--- config.mk ---
export PLATFORM = sky130hd
export DESIGN_NAME = cpu6_pipeline_drain_ctrl
export DESIGN_NICKNAME = d
export VERILOG_FILES = /design/src/rtl/cpu6_pipeline_drain_ctrl_pkg.sv /design/src/rtl/cpu6_pipeline_drain_ctrl_timer.sv /design/src/rtl/cpu6_pipeline_drain_ctrl.sv
export SDC_FILE = /design/constraint.sdc
export NUM_CORES = 1
export LEC_CHECK = 0
export ABC_AREA = 1
export CORE_UTILIZATION = 26
export CTS_CLUSTER_DIAMETER = 40
export CTS_CLUSTER_SIZE = 12
export DETAILED_ROUTE_END_ITERATION = 10
export PLACE_DENSITY_LB_ADDON = 0.2
export SLEW_MARGIN = 20
export SYNTH_ARGS = -nofsm -noshare
export SYNTH_HDL_FRONTEND = slang
export SYNTH_SLANG_ARGS = --single-unit
--- constraint.sdc ---
create_clock -name clk -period 2.6 [get_ports clk]
set_input_delay 0.39 -clock clk [delete_from_list [all_inputs] [get_ports clk]]
set_output_delay 0.39 -clock clk [all_outputs]
set_load 0.03 [all_outputs]
--- src/rtl/cpu6_pipeline_drain_ctrl_pkg.sv ---
// Shared types for the cpu6 pipeline drain sequencer.
package cpu6_pipeline_drain_ctrl_pkg;

   localparam int CPU6_DRN_W = 2;

   typedef enum logic [CPU6_DRN_W-1:0] {
      CPU6_DRN_IDLE     = 2'd0,
      CPU6_DRN_DRAIN    = 2'd1,
      CPU6_DRN_ISSUE    = 2'd2,
      CPU6_DRN_WAIT_RET = 2'd3
   } drn_state_e;

   // Hazard-unit control bundle driven to the pipeline registers.
   typedef struct packed {
      logic stall_f;
      logic stall_d;
      logic flush_d;
      logic flush_e;
      logic flush_m;
   } drn_ctl_t;

   localparam drn_ctl_t CTL_NONE     = '{stall_f: 1'b0, stall_d: 1'b0, flush_d: 1'b0, flush_e: 1'b0, flush_m: 1'b0};
   localparam drn_ctl_t CTL_HOLD     = '{stall_f: 1'b1, stall_d: 1'b1, flush_d: 1'b0, flush_e: 1'b1, flush_m: 1'b0};
   localparam drn_ctl_t CTL_ISSUE    = '{stall_f: 1'b1, stall_d: 1'b0, flush_d: 1'b0, flush_e: 1'b0, flush_m: 1'b0};
   localparam drn_ctl_t CTL_WAIT     = '{stall_f: 1'b1, stall_d: 1'b1, flush_d: 1'b0, flush_e: 1'b0, flush_m: 1'b0};
   localparam drn_ctl_t CTL_REDIRECT = '{stall_f: 1'b0, stall_d: 1'b0, flush_d: 1'b1, flush_e: 1'b1, flush_m: 1'b1};

endpackage

--- src/rtl/cpu6_pipeline_drain_ctrl_timer.sv ---
// Drain cycle counter with saturation and a sticky timeout flag.
module cpu6_drain_timer #(
   parameter int TIMEOUT_CYC = 64,
   parameter int CNT_W       = 8
) (
   input  logic             clk,
   input  logic             reset,
   input  logic             clr,
   input  logic             en,
   output logic [CNT_W-1:0] cnt,
   output logic             timeout
);

   logic [CNT_W-1:0] cnt_q, cnt_d;
   logic             tmo_q, tmo_d;
   logic             hit;

   assign hit = (cnt_q == CNT_W'(TIMEOUT_CYC));

   // Next count: clear on drain start, otherwise count up and stick at all-ones.
   always_comb begin
      // NOTE: every output of a combinational block gets a default first so no latch is inferred.
      cnt_d = cnt_q;
      tmo_d = tmo_q | hit;
      if (clr) begin
         cnt_d = '0;
      end else if (en && (cnt_q != '1)) begin
         cnt_d = cnt_q + CNT_W'(1);
      end
   end

   // Counter and sticky flag registers.
   always_ff @(posedge clk or posedge reset) begin
      // NOTE: state registers use non-blocking assignments so all flops update together at the edge.
      if (reset) begin
         cnt_q <= '0;
         tmo_q <= 1'b0;
      end else begin
         cnt_q <= cnt_d;
         tmo_q <= tmo_d;
      end
   end

   assign cnt = cnt_q;
   // The flag is visible in the same cycle the count reaches the threshold.
   assign timeout = tmo_q | hit;

endmodule

--- src/rtl/cpu6_pipeline_drain_ctrl.sv ---
// Stall/flush sequencer: drains EX/MEM/WB ahead of pipeline-serialising
// instructions, and arbitrates drain, redirect and load-use stall.
module cpu6_pipeline_drain_ctrl
   import cpu6_pipeline_drain_ctrl_pkg::*;
#(
   parameter int TIMEOUT_CYC = 64,
   parameter int CNT_W       = 8
) (
   input  logic             clk,
   input  logic             reset,
   input  logic             empty_pipeline_reqD,
   input  logic             validE,
   input  logic             validM,
   input  logic             validW,
   input  logic             jumpM,
   input  logic             lwstall_req,
   input  logic             csr_retireW,
   output logic             stallF,
   output logic             stallD,
   output logic             flushD,
   output logic             flushE,
   output logic             flushM,
   output logic             drain_busy,
   output logic             drain_timeout,
   output logic [CNT_W-1:0] drain_cnt
);

   drn_state_e state_q, state_d;
   drn_ctl_t   ctl;
   logic       drain_start;
   logic       pipe_empty;

   assign pipe_empty = ~validE & ~validM & ~validW;

   // FSM state register.
   always_ff @(posedge clk or posedge reset) begin
      if (reset) begin
         state_q <= CPU6_DRN_IDLE;
      end else begin
         state_q <= state_d;
      end
   end

   // Next-state and control decode; a MEM redirect overrides every FSM action.
   always_comb begin
      state_d     = state_q;
      ctl         = CTL_NONE;
      drain_start = 1'b0;
      unique case (state_q)
         CPU6_DRN_IDLE: begin
            // The serialising instruction is held in ID on its entry cycle too,
            // so it cannot slip into EX before the drain begins.
            if (empty_pipeline_reqD && !jumpM) begin
               state_d     = CPU6_DRN_DRAIN;
               drain_start = 1'b1;
               ctl         = CTL_HOLD;
            end else if (lwstall_req) begin
               ctl = CTL_HOLD;
            end
         end
         CPU6_DRN_DRAIN: begin
            ctl = CTL_HOLD;
            if (jumpM) begin
               // The instruction being drained for was on the wrong path.
               state_d = CPU6_DRN_IDLE;
            end else if (pipe_empty) begin
               state_d = CPU6_DRN_ISSUE;
            end
         end
         CPU6_DRN_ISSUE: begin
            ctl     = CTL_ISSUE;
            state_d = CPU6_DRN_WAIT_RET;
         end
         CPU6_DRN_WAIT_RET: begin
            ctl = CTL_WAIT;
            // A redirect here is a protocol error: outputs follow it, state holds.
            if (csr_retireW && !jumpM) begin
               state_d = CPU6_DRN_IDLE;
            end
         end
         default: state_d = CPU6_DRN_IDLE;
      endcase
      if (jumpM) begin
         ctl = CTL_REDIRECT;
      end
   end

   cpu6_drain_timer #(
      .TIMEOUT_CYC (TIMEOUT_CYC),
      .CNT_W       (CNT_W)
   ) u_timer (
      .clk     (clk),
      .reset   (reset),
      .clr     (drain_start),
      .en      (state_q != CPU6_DRN_IDLE),
      .cnt     (drain_cnt),
      .timeout (drain_timeout)
   );

   assign stallF     = ctl.stall_f;
   assign stallD     = ctl.stall_d;
   assign flushD     = ctl.flush_d;
   assign flushE     = ctl.flush_e;
   assign flushM     = ctl.flush_m;
   assign drain_busy = (state_q != CPU6_DRN_IDLE);

endmodule

==> reports/qor.tcl, run 1 <==
set qor(finalSetupViolations) 0
set qor(die_area_um2) 3110
set qor(grt_remaining_overflow) 0
set qor(syn-num-nets) 122
set qor(gp_congestion) 0.758
set qor(synth-async-reset-ratio_pct) 100
set qor(grt_pass1_vias) 684
set qor(tightest_slew_ns) 0.419
set qor(drcViolationCount) 0
set qor(cts.clk_slew.worst_paths_ns) 0.08
set qor(endpoint_kind) {output port}
set qor(total_power_divided_by_cell_area_nw_per_um2) 1070
set qor(yosysSeqAreaShare_pct) 36.6
set qor(timing.critical_path.max_delay_family) {buffers and inverters}
set qor(power_w) 0.00111
set qor(fp.dieW_um) 55.8
set qor(clock_tree.htree_level_count) 1
set qor(root_buffer) {clkbuf_4}
set qor(clock_path_buffers) 2
set qor(area.growth.synth_to_final_pct) 37.8
set qor(worst_path_max_delay_cell) {clkdlybuf4s50_1}
set qor(crit_path_max_incr_delay_ns) 0.69
set qor(met1_usage_pct) 16.9
set qor(yosysWarningCount) 0
set qor(wire_length_of_the_first_global_routing_pass_mm) 3.02
set qor(design.core.area_um2) 2760
set qor(worst-endpoint-arrival_ns) 2.03
set qor(synth_cell_types) 22
set qor(critPathBufInv) 3
set qor(postCtsSetupBuffers) 0
set qor(final-hold-violation-count) 0
set qor(numCtsBuffers) 3
set qor(leakage_nw) 0.482
set qor(detailedPlacementHpwl_mm) 1.31
set qor(post_drt_wl_per_cell_um) 10.0
set qor(port_buffers) 23
set qor(stdcell_area_um2) 1040
set qor(critPathMostFrequentCell) {clkdlybuf4s50_1}
set qor(layout.cells.most_common) {nand2_1}
set qor(rsz0062_at_grt) {no}
set qor(num_rows) 19
set qor(critPathLaunch) {empty_pipeline_reqD}
set qor(antenna_cells) 0
set qor(final_core_utilization_pct) 37.6
set qor(critPathKind) {in2out}
set qor(worst_ir_drop_vdd_mv) 0.454
set qor(post_route_cells_drive_above_1_share_pct) 9.56
set qor(critPathRequiredTime_ns) 2.21
set qor(synth_ff_type) {dfrtp_1}
set qor(final.setup_skew_ns) 0.00270
set qor(detail_route.first_pass.iterations) 4
set qor(cts_hold_buf) 0
set qor(final_antenna_net_count) 0
set qor(global_route.usage.met2_pct) 18.8
set qor(synthCells) 111
set qor(synth.avg_cell_area_um2) 6.77
set qor(worstSkewPairLatency_ns) 0.27
set qor(critical_path.max_fanout) 3
set qor(hold_path.class) {in2async}
set qor(crit-reg2reg-launch) {u_timer.cnt[0]$_DFFE_PP0P_}
set qor(critPathLaunchType) {input port}
set qor(run_status) {complete, no violations}
set qor(initial_utilization_pct) 27.3
set qor(slew_headroom_pct) 72.0
set qor(yosys_register_bits) 11
set qor(drv_slew) 0
set qor(fp.dieH_um) 55.8
set qor(post_cts_resized) 0
set qor(grt_use_met3_pct) 1.86
set qor(critical_path.cell_chain) {clkdlybuf4s50_1 -> inv_1 -> nor2_1 -> o21ai_0 -> a21oi_1 -> clkdlybuf4s50_1}
set qor(cts.sinks) 11
set qor(syn_area_um2) 752
set qor(final_nets) 148
set qor(top_usage_layer) {met2}
set qor(fin_crit_ns) 2.42
set qor(vias) 745
set qor(final_cell_mix) {nand2_1 (33), clkdlybuf4s50_1 (23), inv_1 (17)}
set qor(dpl-instance-area_um2) 1010
set qor(post-route-period-util_pct) 93.0
set qor(antenna_found_initial) 0
set qor(pin_count_of_the_biggest_net_entering_global_routing) 12
set qor(max_cap_violations) 0
set qor(routed_via_density) 4.46
set qor(boundaryPins) 24
set qor(synth_edf_count) 0
set qor(max_clock_freq_ghz) 0.413
set qor(wl_mm) 1.68
set qor(drt_iter0_drc) 21
set qor(grtUsageTotal_pct) 12.3
set qor(final.hold.worst_slack_ns) 0.404
set qor(tns_ns) 0
set qor(cts_tree) {yes}
[per-stage QoR]
stage               setup WS [ns]  cells
floorplan                   0.895    111
global placement            0.250    163
detailed placement          0.154    163
CTS                         0.148    167
global route              0.00828    167
finish                      0.181    167
[cell usage after synthesis, types with 2 or more instances]
cell type | count | area (um^2)
nand2_1 | 33 | 124
inv_1 | 17 | 63.8
o21ai_1 | 5 | 25.0
nand2_2 | 3 | 18.8
inv_2 | 2 | 7.51
a31oi_1 | 2 | 12.5
nor2_1 | 11 | 41.3
dfrtp_1 | 11 | 275
nand4_1 | 2 | 12.5
nand3_1 | 9 | 45.0
ha_1 | 2 | 25.0
a21oi_1 | 2 | 10.0
o21ai_0 | 2 | 10.0
buf_4 | 2 | 15.0
[final timing paths]
| check | to | slack, ns | cells past startpoint |
|---|---|---|---|
| worst max-delay path | stallD | 0.18 | 6 |
| max in group asynchronous | u_timer.cnt[6]$_DFFE_PP0P_ | 1.90 | 2 |
| worst min-delay path | u_timer.cnt[0]$_DFFE_PP0P_ | 0.40 | 2 |
| worst min register to register | u_timer.tmo_q$_DFF_PP0_ | 0.48 | 1 |
| min in group clk | u_timer.tmo_q$_DFF_PP0_ | 0.48 | 1 |
| worst max register to register | u_timer.cnt[5]$_DFFE_PP0P_ | 1.20 | 6 |
[cells by family (layout without fill, tap and decap cells)]
| group | after synthesis | after routing | synth area share [%] |
|---|---|---|---|
| DFF | 11 | 11 | 36.6 |
| and+or+nand+nor | 61 | 61 | 35.9 |
| buffers and inverters | 22 | 47 | 12.1 |
| AOI/OAI and AO/OA | 13 | 13 | 9.65 |
| adders and majority gates | 2 | 2 | 3.33 |
| xor gates and xnor gates | 2 | 2 | 2.33 |
[metal layers]
metal | share of wire [%] | vias up
li1 | - | 395
met1 | 49 | 325
met2 | 44 | 21
met3 | 4.2 | 4
met4 | 2.4 | 0
met5 | 0 | -
[area by class of cell]
cell class | count | area, um^2
fillers | 317 | 1720
multi-input cells | 78 | 385
flip-flops and latches | 11 | 275
repair buffers | 24 | 238
inverters | 19 | 71.3
well taps | 31 | 38.8
clock buffers | 3 | 22.5
clock inverters | 1 | 5.00
[registers in the layout, summed over array words and instances, names as in the netlist, named ones only]
register / cells
u_timer.cnt: 8
u_timer.tmo_q: 1
state_q: 1
[report_power, final]
part / total, W / internal, W / leakage (nW) / switching, W
Combinational: 0.000645 / 0.000255 / 0.321 / 0.000390
Sequential: 0.000341 / 0.000240 / 0.144 / 0.000101
Clock: 0.000120 / 0.0000570 / 0.0177 / 0.0000631
(Power assumes the default switching activity.)
==> run 2: changes to the inputs <==
- CELL_PAD_IN_SITES_DETAIL_PLACEMENT: default -> 0
- CELL_PAD_IN_SITES_GLOBAL_PLACEMENT: default -> 1
==> run 2 against run 1 <==
Effect of this change:
- global-route usage grew 0.080 points
- sequential cell count is the same
- sequential power is essentially flat
- critical path type unchanged
- maximum frequency grew 1.4%
==> reports/qor.tcl, run 2 (same netlist as run 1, synthesis figures left out) <==
set qor(run_status) {complete, no violations}
set qor(critical_path.max_fanout) 3 ;# unchanged
set qor(boundaryPins) 24 ;# unchanged
set qor(antenna_cells) 0 ;# unchanged
set qor(hold_path.class) {in2async}
set qor(worst_path_max_delay_cell) {clkdlybuf4s50_1}
set qor(final-hold-violation-count) 0 ;# unchanged
set qor(vias) 752 ;# +0.94%
set qor(tightest_slew_ns) 0.459 ;# +0.0397 ns
set qor(drcViolationCount) 0 ;# unchanged
set qor(endpoint_kind) {output port}
set qor(dpl-instance-area_um2) 1010 ;# unchanged
set qor(layout.cells.most_common) {nand2_1}
set qor(design.core.area_um2) 2760 ;# unchanged
set qor(stdcell_area_um2) 1030 ;# -0.12%
set qor(final_cell_mix) {nand2_1 (33), clkdlybuf4s50_1 (23), inv_1 (17)}
set qor(top_usage_layer) {met2}
set qor(ff2ff_path_depth) 6 ;# unchanged
set qor(wl_mm) 1.71 ;# +1.8%
set qor(global_route.usage.met2_pct) 20.8 ;# +2.1 points
set qor(grtUsageTotal_pct) 12.4 ;# +0.080 points
set qor(drv_slew) 0 ;# unchanged
set qor(postCtsSetupBuffers) 0 ;# unchanged
set qor(critPathLaunchType) {input port}
set qor(max_cap_violations) 0 ;# unchanged
set qor(fp.dieH_um) 55.8 ;# unchanged
set qor(slew_headroom_pct) 69.4 ;# -2.6 points
set qor(finalSetupViolations) 0 ;# unchanged
set qor(critPathKind) {in2out}
set qor(crit-reg2reg-launch) {u_timer.cnt[0]$_DFFE_PP0P_}
set qor(leakage_nw) 0.480 ;# -0.57%
set qor(worstSkewPairLatency_ns) 0.26 ;# about the same
set qor(port_buffers) 23 ;# unchanged
set qor(rsz0062_at_grt) {no}
set qor(root_buffer) {clkbuf_4}
set qor(worst_ir_drop_vdd_mv) 0.515 ;# +13%
set qor(tns_ns) 0 ;# unchanged
set qor(critical_path.cell_chain) {clkdlybuf4s50_1 -> inv_1 -> nor2_1 -> o21ai_0 -> a21oi_1 -> clkdlybuf4s50_1}
set qor(met1_usage_pct) 16.1 ;# -0.80 points
set qor(crit_path_max_incr_delay_ns) 0.68 ;# about the same
set qor(clock_tree.htree_level_count) 1 ;# unchanged
set qor(detail_route.first_pass.iterations) 4 ;# unchanged
set qor(cts_tree) {yes}
set qor(post-route-period-util_pct) 91.7 ;# -1.3 points
set qor(fin_crit_ns) 2.38 ;# -0.0346 ns
set qor(r2r_end) {u_timer.cnt[7]$_DFFE_PP0P_}
set qor(initial_utilization_pct) 27.3 ;# unchanged
set qor(post_cts_resized) 0 ;# unchanged
set qor(fp.dieW_um) 55.8 ;# unchanged
set qor(routed_via_density) 4.50 ;# +0.94%
set qor(antenna_found_initial) 0 ;# unchanged
set qor(numCtsBuffers) 3 ;# unchanged
set qor(final_nets) 148 ;# unchanged
set qor(detailedPlacementHpwl_mm) 1.32 ;# +0.39%
set qor(cts.clk_slew.worst_paths_ns) 0.07 ;# about the same
set qor(num_rows) 19 ;# unchanged
set qor(pin_count_of_the_biggest_net_entering_global_routing) 12 ;# unchanged
set qor(setup.reg_to_reg.worst_slack_ns) 1.23 ;# +0.03 ns
set qor(worst-endpoint-arrival_ns) 1.99 ;# -0.04 ns
set qor(largest_register_ff_count) 8 ;# unchanged
set qor(grt_pass1_vias) 716 ;# +4.7%
set qor(grt_remaining_overflow) 0 ;# unchanged
set qor(critPathRequiredTime_ns) 2.21 ;# about the same
set qor(grt_use_met3_pct) 1.40 ;# -0.47 points
set qor(cts_hold_buf) 0 ;# unchanged
set qor(final.setup_skew_ns) 0.000888 ;# -0.00182 ns
set qor(wire_length_of_the_first_global_routing_pass_mm) 3.08 ;# +2.1%
set qor(area.growth.synth_to_final_pct) 37.6
set qor(critPathMostFrequentCell) {clkdlybuf4s50_1}
set qor(clock_path_buffers) 2 ;# unchanged
set qor(total_power_divided_by_cell_area_nw_per_um2) 1070 ;# -0.18%
set qor(max_clock_freq_ghz) 0.419 ;# +1.4%
set qor(cts.sinks) 11 ;# unchanged
set qor(die_area_um2) 3110 ;# unchanged
set qor(gp_congestion) 0.746 ;# -1.5%
set qor(drt_iter0_drc) 19 ;# -9.5%
set qor(post_route_cells_drive_above_1_share_pct) 8.82 ;# -0.74 points
set qor(post_drt_wl_per_cell_um) 10.2 ;# +1.8%
set qor(final_antenna_net_count) 0 ;# unchanged
## run 2: layout make-up
class	instances	area [um^2]
Sequential cell	11	275
Multi-Input combinational cell	78	385
Clock buffer	4	26.3
Inverter	19	71.3
Tap cell	31	38.8
Timing Repair Buffer	24	238
Fill cell	311	1720
## run 2: routing by layer
layer / wire length (um) / share of wire (%)
met5: 0 / 0
met4: 21 / 1.2
met3: 57 / 3.3
met2: 784 / 46
met1: 844 / 49
## run 2: power by group
group          switching [W]  total, W  internal (W)
clock              0.0000570  0.000116     0.0000592
sequential          0.000102  0.000342      0.000240
combinational       0.000390  0.000645      0.000255
total               0.000549   0.00110      0.000554
## run 2: per-stage QoR
stage / setup WS, ns / power [W] / hold WS [ns] / instances / util (%)
finish: 0.216 / 0.00110 / 0.434 / 167 / 37.5
global route: 0.0927 / 0.00121 / 0.468 / 167 / 37.5
CTS: 0.199 / 0.00111 / 0.448 / 167 / 37.5
detailed placement: 0.214 / 0.000995 / 0.462 / 163 / 36.6
global placement: 0.249 / 0.000997 / 0.459 / 163 / 36.6
floorplan: 0.895 / 0.000755 / 0.242 / 111 / -
## run 2: critical path, delay by kind of cell
family                 cells  cell delay (ns)
buffers and inverters      3             1.22
AOI/OAI and AO/OA          2             0.27
and+or+nand+nor            1             0.11
## run 2: how the worst max path moves through the flow
stage / slack (ns) / endpoint / depth (start not counted) / from
2_1_floorplan: 0.89 / drain_timeout / 4 / u_timer.cnt[2]$_DFFE_PP0P_
3_3_place_gp: 0.25 / stallD / 6 / empty_pipeline_reqD
3_5_place_dp: 0.21 / stallD / 6 / empty_pipeline_reqD
4_1_cts: 0.20 / stallD / 6 / empty_pipeline_reqD
5_1_grt: 0.09 / stallD / 4 / state_q[0]$_DFFE_PP0P_
6_report: 0.22 / stallD / 6 / empty_pipeline_reqD
==> run 3: changes to the inputs <==
- CORE_MARGIN: default -> 5
==> run 3 against run 2 <==
Effect of this change:
- hold slack got worse by 0.016 ns
- combinational power about the same
- final cell count unchanged
- non-clock buffer count stayed put
- worst setup slack worse by 0.020 ns
- critical endpoint unchanged
- first-iteration DRC count grew 5.3%
- wire length is 7.1% higher
==> reports/qor.tcl, run 3 (same netlist as run 1, synthesis figures left out) <==
set qor(critPathBufInv) 3 ;# unchanged
set qor(tns_ns) 0 ;# unchanged
set qor(gp_congestion) 0.702 ;# -5.9%
set qor(netSwitchingFraction_pct) 50.0 ;# +0.21 points
set qor(initial_utilization_pct) 27.3 ;# unchanged
set qor(slew_headroom_pct) 70.7 ;# +1.3 points
set qor(dpl-instance-area_um2) 1010 ;# unchanged
set qor(setup.reg_to_reg.worst_slack_ns) 1.21 ;# -0.02 ns
set qor(post_route_cells_drive_above_1_share_pct) 8.82 ;# unchanged
set qor(largest_register_ff_count) 8 ;# unchanged
set qor(grt_remaining_overflow) 0 ;# unchanged
set qor(post_drt_wl_per_cell_um) 11.0 ;# +7.1%
set qor(max_cap_violations) 0 ;# unchanged
set qor(vias) 725 ;# -3.6%
set qor(antenna_found_initial) 0 ;# unchanged
set qor(max_clock_freq_ghz) 0.416 ;# -0.83%
set qor(finalSetupViolations) 0 ;# unchanged
set qor(clock_path_buffers) 2 ;# unchanged
set qor(critPathLaunchType) {input port}
set qor(seqPwrFrac_pct) 31.2 ;# +0.2 points
set qor(worst_ir_drop_vdd_mv) 0.534 ;# +3.8%
set qor(fp.dieH_um) 63.8 ;# +14%
set qor(crit_path_max_incr_delay_ns) 0.69 ;# about the same
set qor(timing.critical_path.max_delay_family) {buffers and inverters}
set qor(cts_tree) {yes}
set qor(detail_route.first_pass.iterations) 4 ;# unchanged
set qor(final_cell_mix) {nand2_1 (33), clkdlybuf4s50_1 (23), inv_1 (17)}
set qor(r2r_end) {u_timer.cnt[5]$_DFFE_PP0P_}
set qor(antenna_cells) 0 ;# unchanged
set qor(final_antenna_net_count) 0 ;# unchanged
set qor(power.share.clock_pct) 10.7 ;# +0.2 points
set qor(total_power_divided_by_cell_area_nw_per_um2) 1070 ;# +0.46%
set qor(hold_path.class) {in2async}
set qor(numCtsBuffers) 3 ;# unchanged
set qor(place_ws_ns) 0.188 ;# -0.0266 ns
set qor(wire_length_of_the_first_global_routing_pass_mm) 3.11 ;# +1.1%
set qor(final_core_utilization_pct) 37.5 ;# unchanged
set qor(cts.sinks) 11 ;# unchanged
set qor(critical_path.max_fanout) 3 ;# unchanged
set qor(grtUsageTotal_pct) 9.50 ;# -2.9 points
set qor(cts_hold_buf) 0 ;# unchanged
set qor(critPathKind) {in2out}
set qor(critPathMostFrequentCell) {clkdlybuf4s50_1}
set qor(boundaryPins) 24 ;# unchanged
set qor(cts.clk_slew.worst_paths_ns) 0.07 ;# about the same
set qor(post_cts_resized) 0 ;# unchanged
set qor(worstSkewPairLatency_ns) 0.27 ;# about the same
set qor(worst-endpoint-arrival_ns) 2.01 ;# +0.02 ns
set qor(pwr-share-comb_pct) 58.1 ;# -0.4 points
set qor(detailedPlacementHpwl_mm) 1.43 ;# +8.3%
set qor(num_rows) 19 ;# unchanged
set qor(worst_setup_margin_ns) 0.196 ;# -0.0199 ns
set qor(endpoint_kind) {output port}
set qor(rsz0062_at_grt) {no}
set qor(port_buffers) 23 ;# unchanged
set qor(power_switching_w) 0.000553 ;# +0.87%
set qor(pin_count_of_the_biggest_net_entering_global_routing) 12 ;# unchanged
set qor(critical_path.cell_chain) {clkdlybuf4s50_1 -> inv_1 -> nor2_1 -> o21ai_0 -> a21oi_1 -> clkdlybuf4s50_1}
set qor(run_status) {complete, no violations}
set qor(crit-reg2reg-launch) {u_timer.cnt[0]$_DFFE_PP0P_}
set qor(area.growth.synth_to_final_pct) 37.6 ;# unchanged
set qor(clock_tree.htree_level_count) 1 ;# unchanged
set qor(design.core.area_um2) 2760 ;# unchanged
set qor(critPathRequiredTime_ns) 2.21 ;# about the same
set qor(die_area_um2) 4070 ;# +31%
set qor(drt_iter0_drc) 20 ;# +1
set qor(leakage_nw) 0.480 ;# unchanged
set qor(worst-path-stages) 6 ;# unchanged
set qor(drcViolationCount) 0 ;# unchanged
set qor(layout.cells.most_common) {nand2_1}
set qor(stdcell_area_um2) 1030 ;# unchanged
set qor(drv_slew) 0 ;# unchanged
set qor(tightest_slew_ns) 0.439 ;# -0.0200 ns
set qor(final-hold-violation-count) 0 ;# unchanged
set qor(fin_crit_ns) 2.40 ;# +0.0199 ns
set qor(routed_via_density) 4.34 ;# -3.6%
set qor(fp.dieW_um) 63.8 ;# +14%
set qor(final.hold.worst_slack_ns) 0.418 ;# -0.0163 ns
set qor(fillerInstances) 308 ;# -0.96%
set qor(final_nets) 148 ;# unchanged
set qor(ff2ff_path_depth) 6 ;# unchanged
set qor(post-route-period-util_pct) 92.5 ;# +0.77 points
set qor(final.setup_skew_ns) 0.00100 ;# +0.000114 ns
set qor(internal_power_w) 0.000554 ;# about the same
set qor(wl_mm) 1.83 ;# +7.1%
set qor(postCtsSetupBuffers) 0 ;# unchanged
set qor(root_buffer) {clkbuf_4}
set qor(grt_pass1_vias) 703 ;# -1.8%
set qor(worst_path_max_delay_cell) {clkdlybuf4s50_1}
run 3: per-stage QoR:
stage                     instances  power, W
after global placement          163   0.00100
after CTS                       167   0.00113
after detailed placement        163   0.00100
after global routing            167   0.00120
after floorplan                 111  0.000755
final                           167   0.00111
run 3: how the worst max path moves through the flow:
stage | start | to
after floorplan | u_timer.cnt[2]$_DFFE_PP0P_ | drain_timeout
after global placement | empty_pipeline_reqD | stallD
after detailed placement | empty_pipeline_reqD | stallD
after CTS | empty_pipeline_reqD | stallD
after global routing | empty_pipeline_reqD | stallD
final | empty_pipeline_reqD | stallD
run 3: metal layers:
layer / GRT usage [%] / routed length, um / part of all wire, %
met1: 12.5 / 900 / 49
met2: 14.2 / 835 / 46
met3: 2.10 / 93 / 5.1
met4: 5.45 / 0 / 0
met5: 0 / 0 / 0
run 3: power by group through the flow:
stage / logic (W) / registers (W) / clock network [W]
final: 0.000644 / 0.000345 / 0.000119
after global routing: 0.000708 / 0.000363 / 0.000133
after CTS: 0.000655 / 0.000347 / 0.000124
after detailed placement: 0.000653 / 0.000350 / 0
after global placement: 0.000655 / 0.000349 / 0
after floorplan: 0.000348 / 0.000407 / 0
run 3: final cells by class:
class                           instances  area [um^2]  share of cell area, %
Inverter                               19         71.3                   6.89
Tap cell                               31         38.8                   3.75
Timing Repair Buffer                   24          238                   23.0
Multi-Input combinational cell         78          385                   37.2
Clock buffer                            4         26.3                   2.54
Sequential cell                        11          275                   26.6
run 3: worst reg2reg max path, stage by stage (launching register included):
cell and delay (ns):
dfrtp_1 0.44, ha_1 0.28, nand2_1 0.07, nor2_1 0.06, a21oi_1 0.29, nand3_1 0.12
nand2_1 0.07
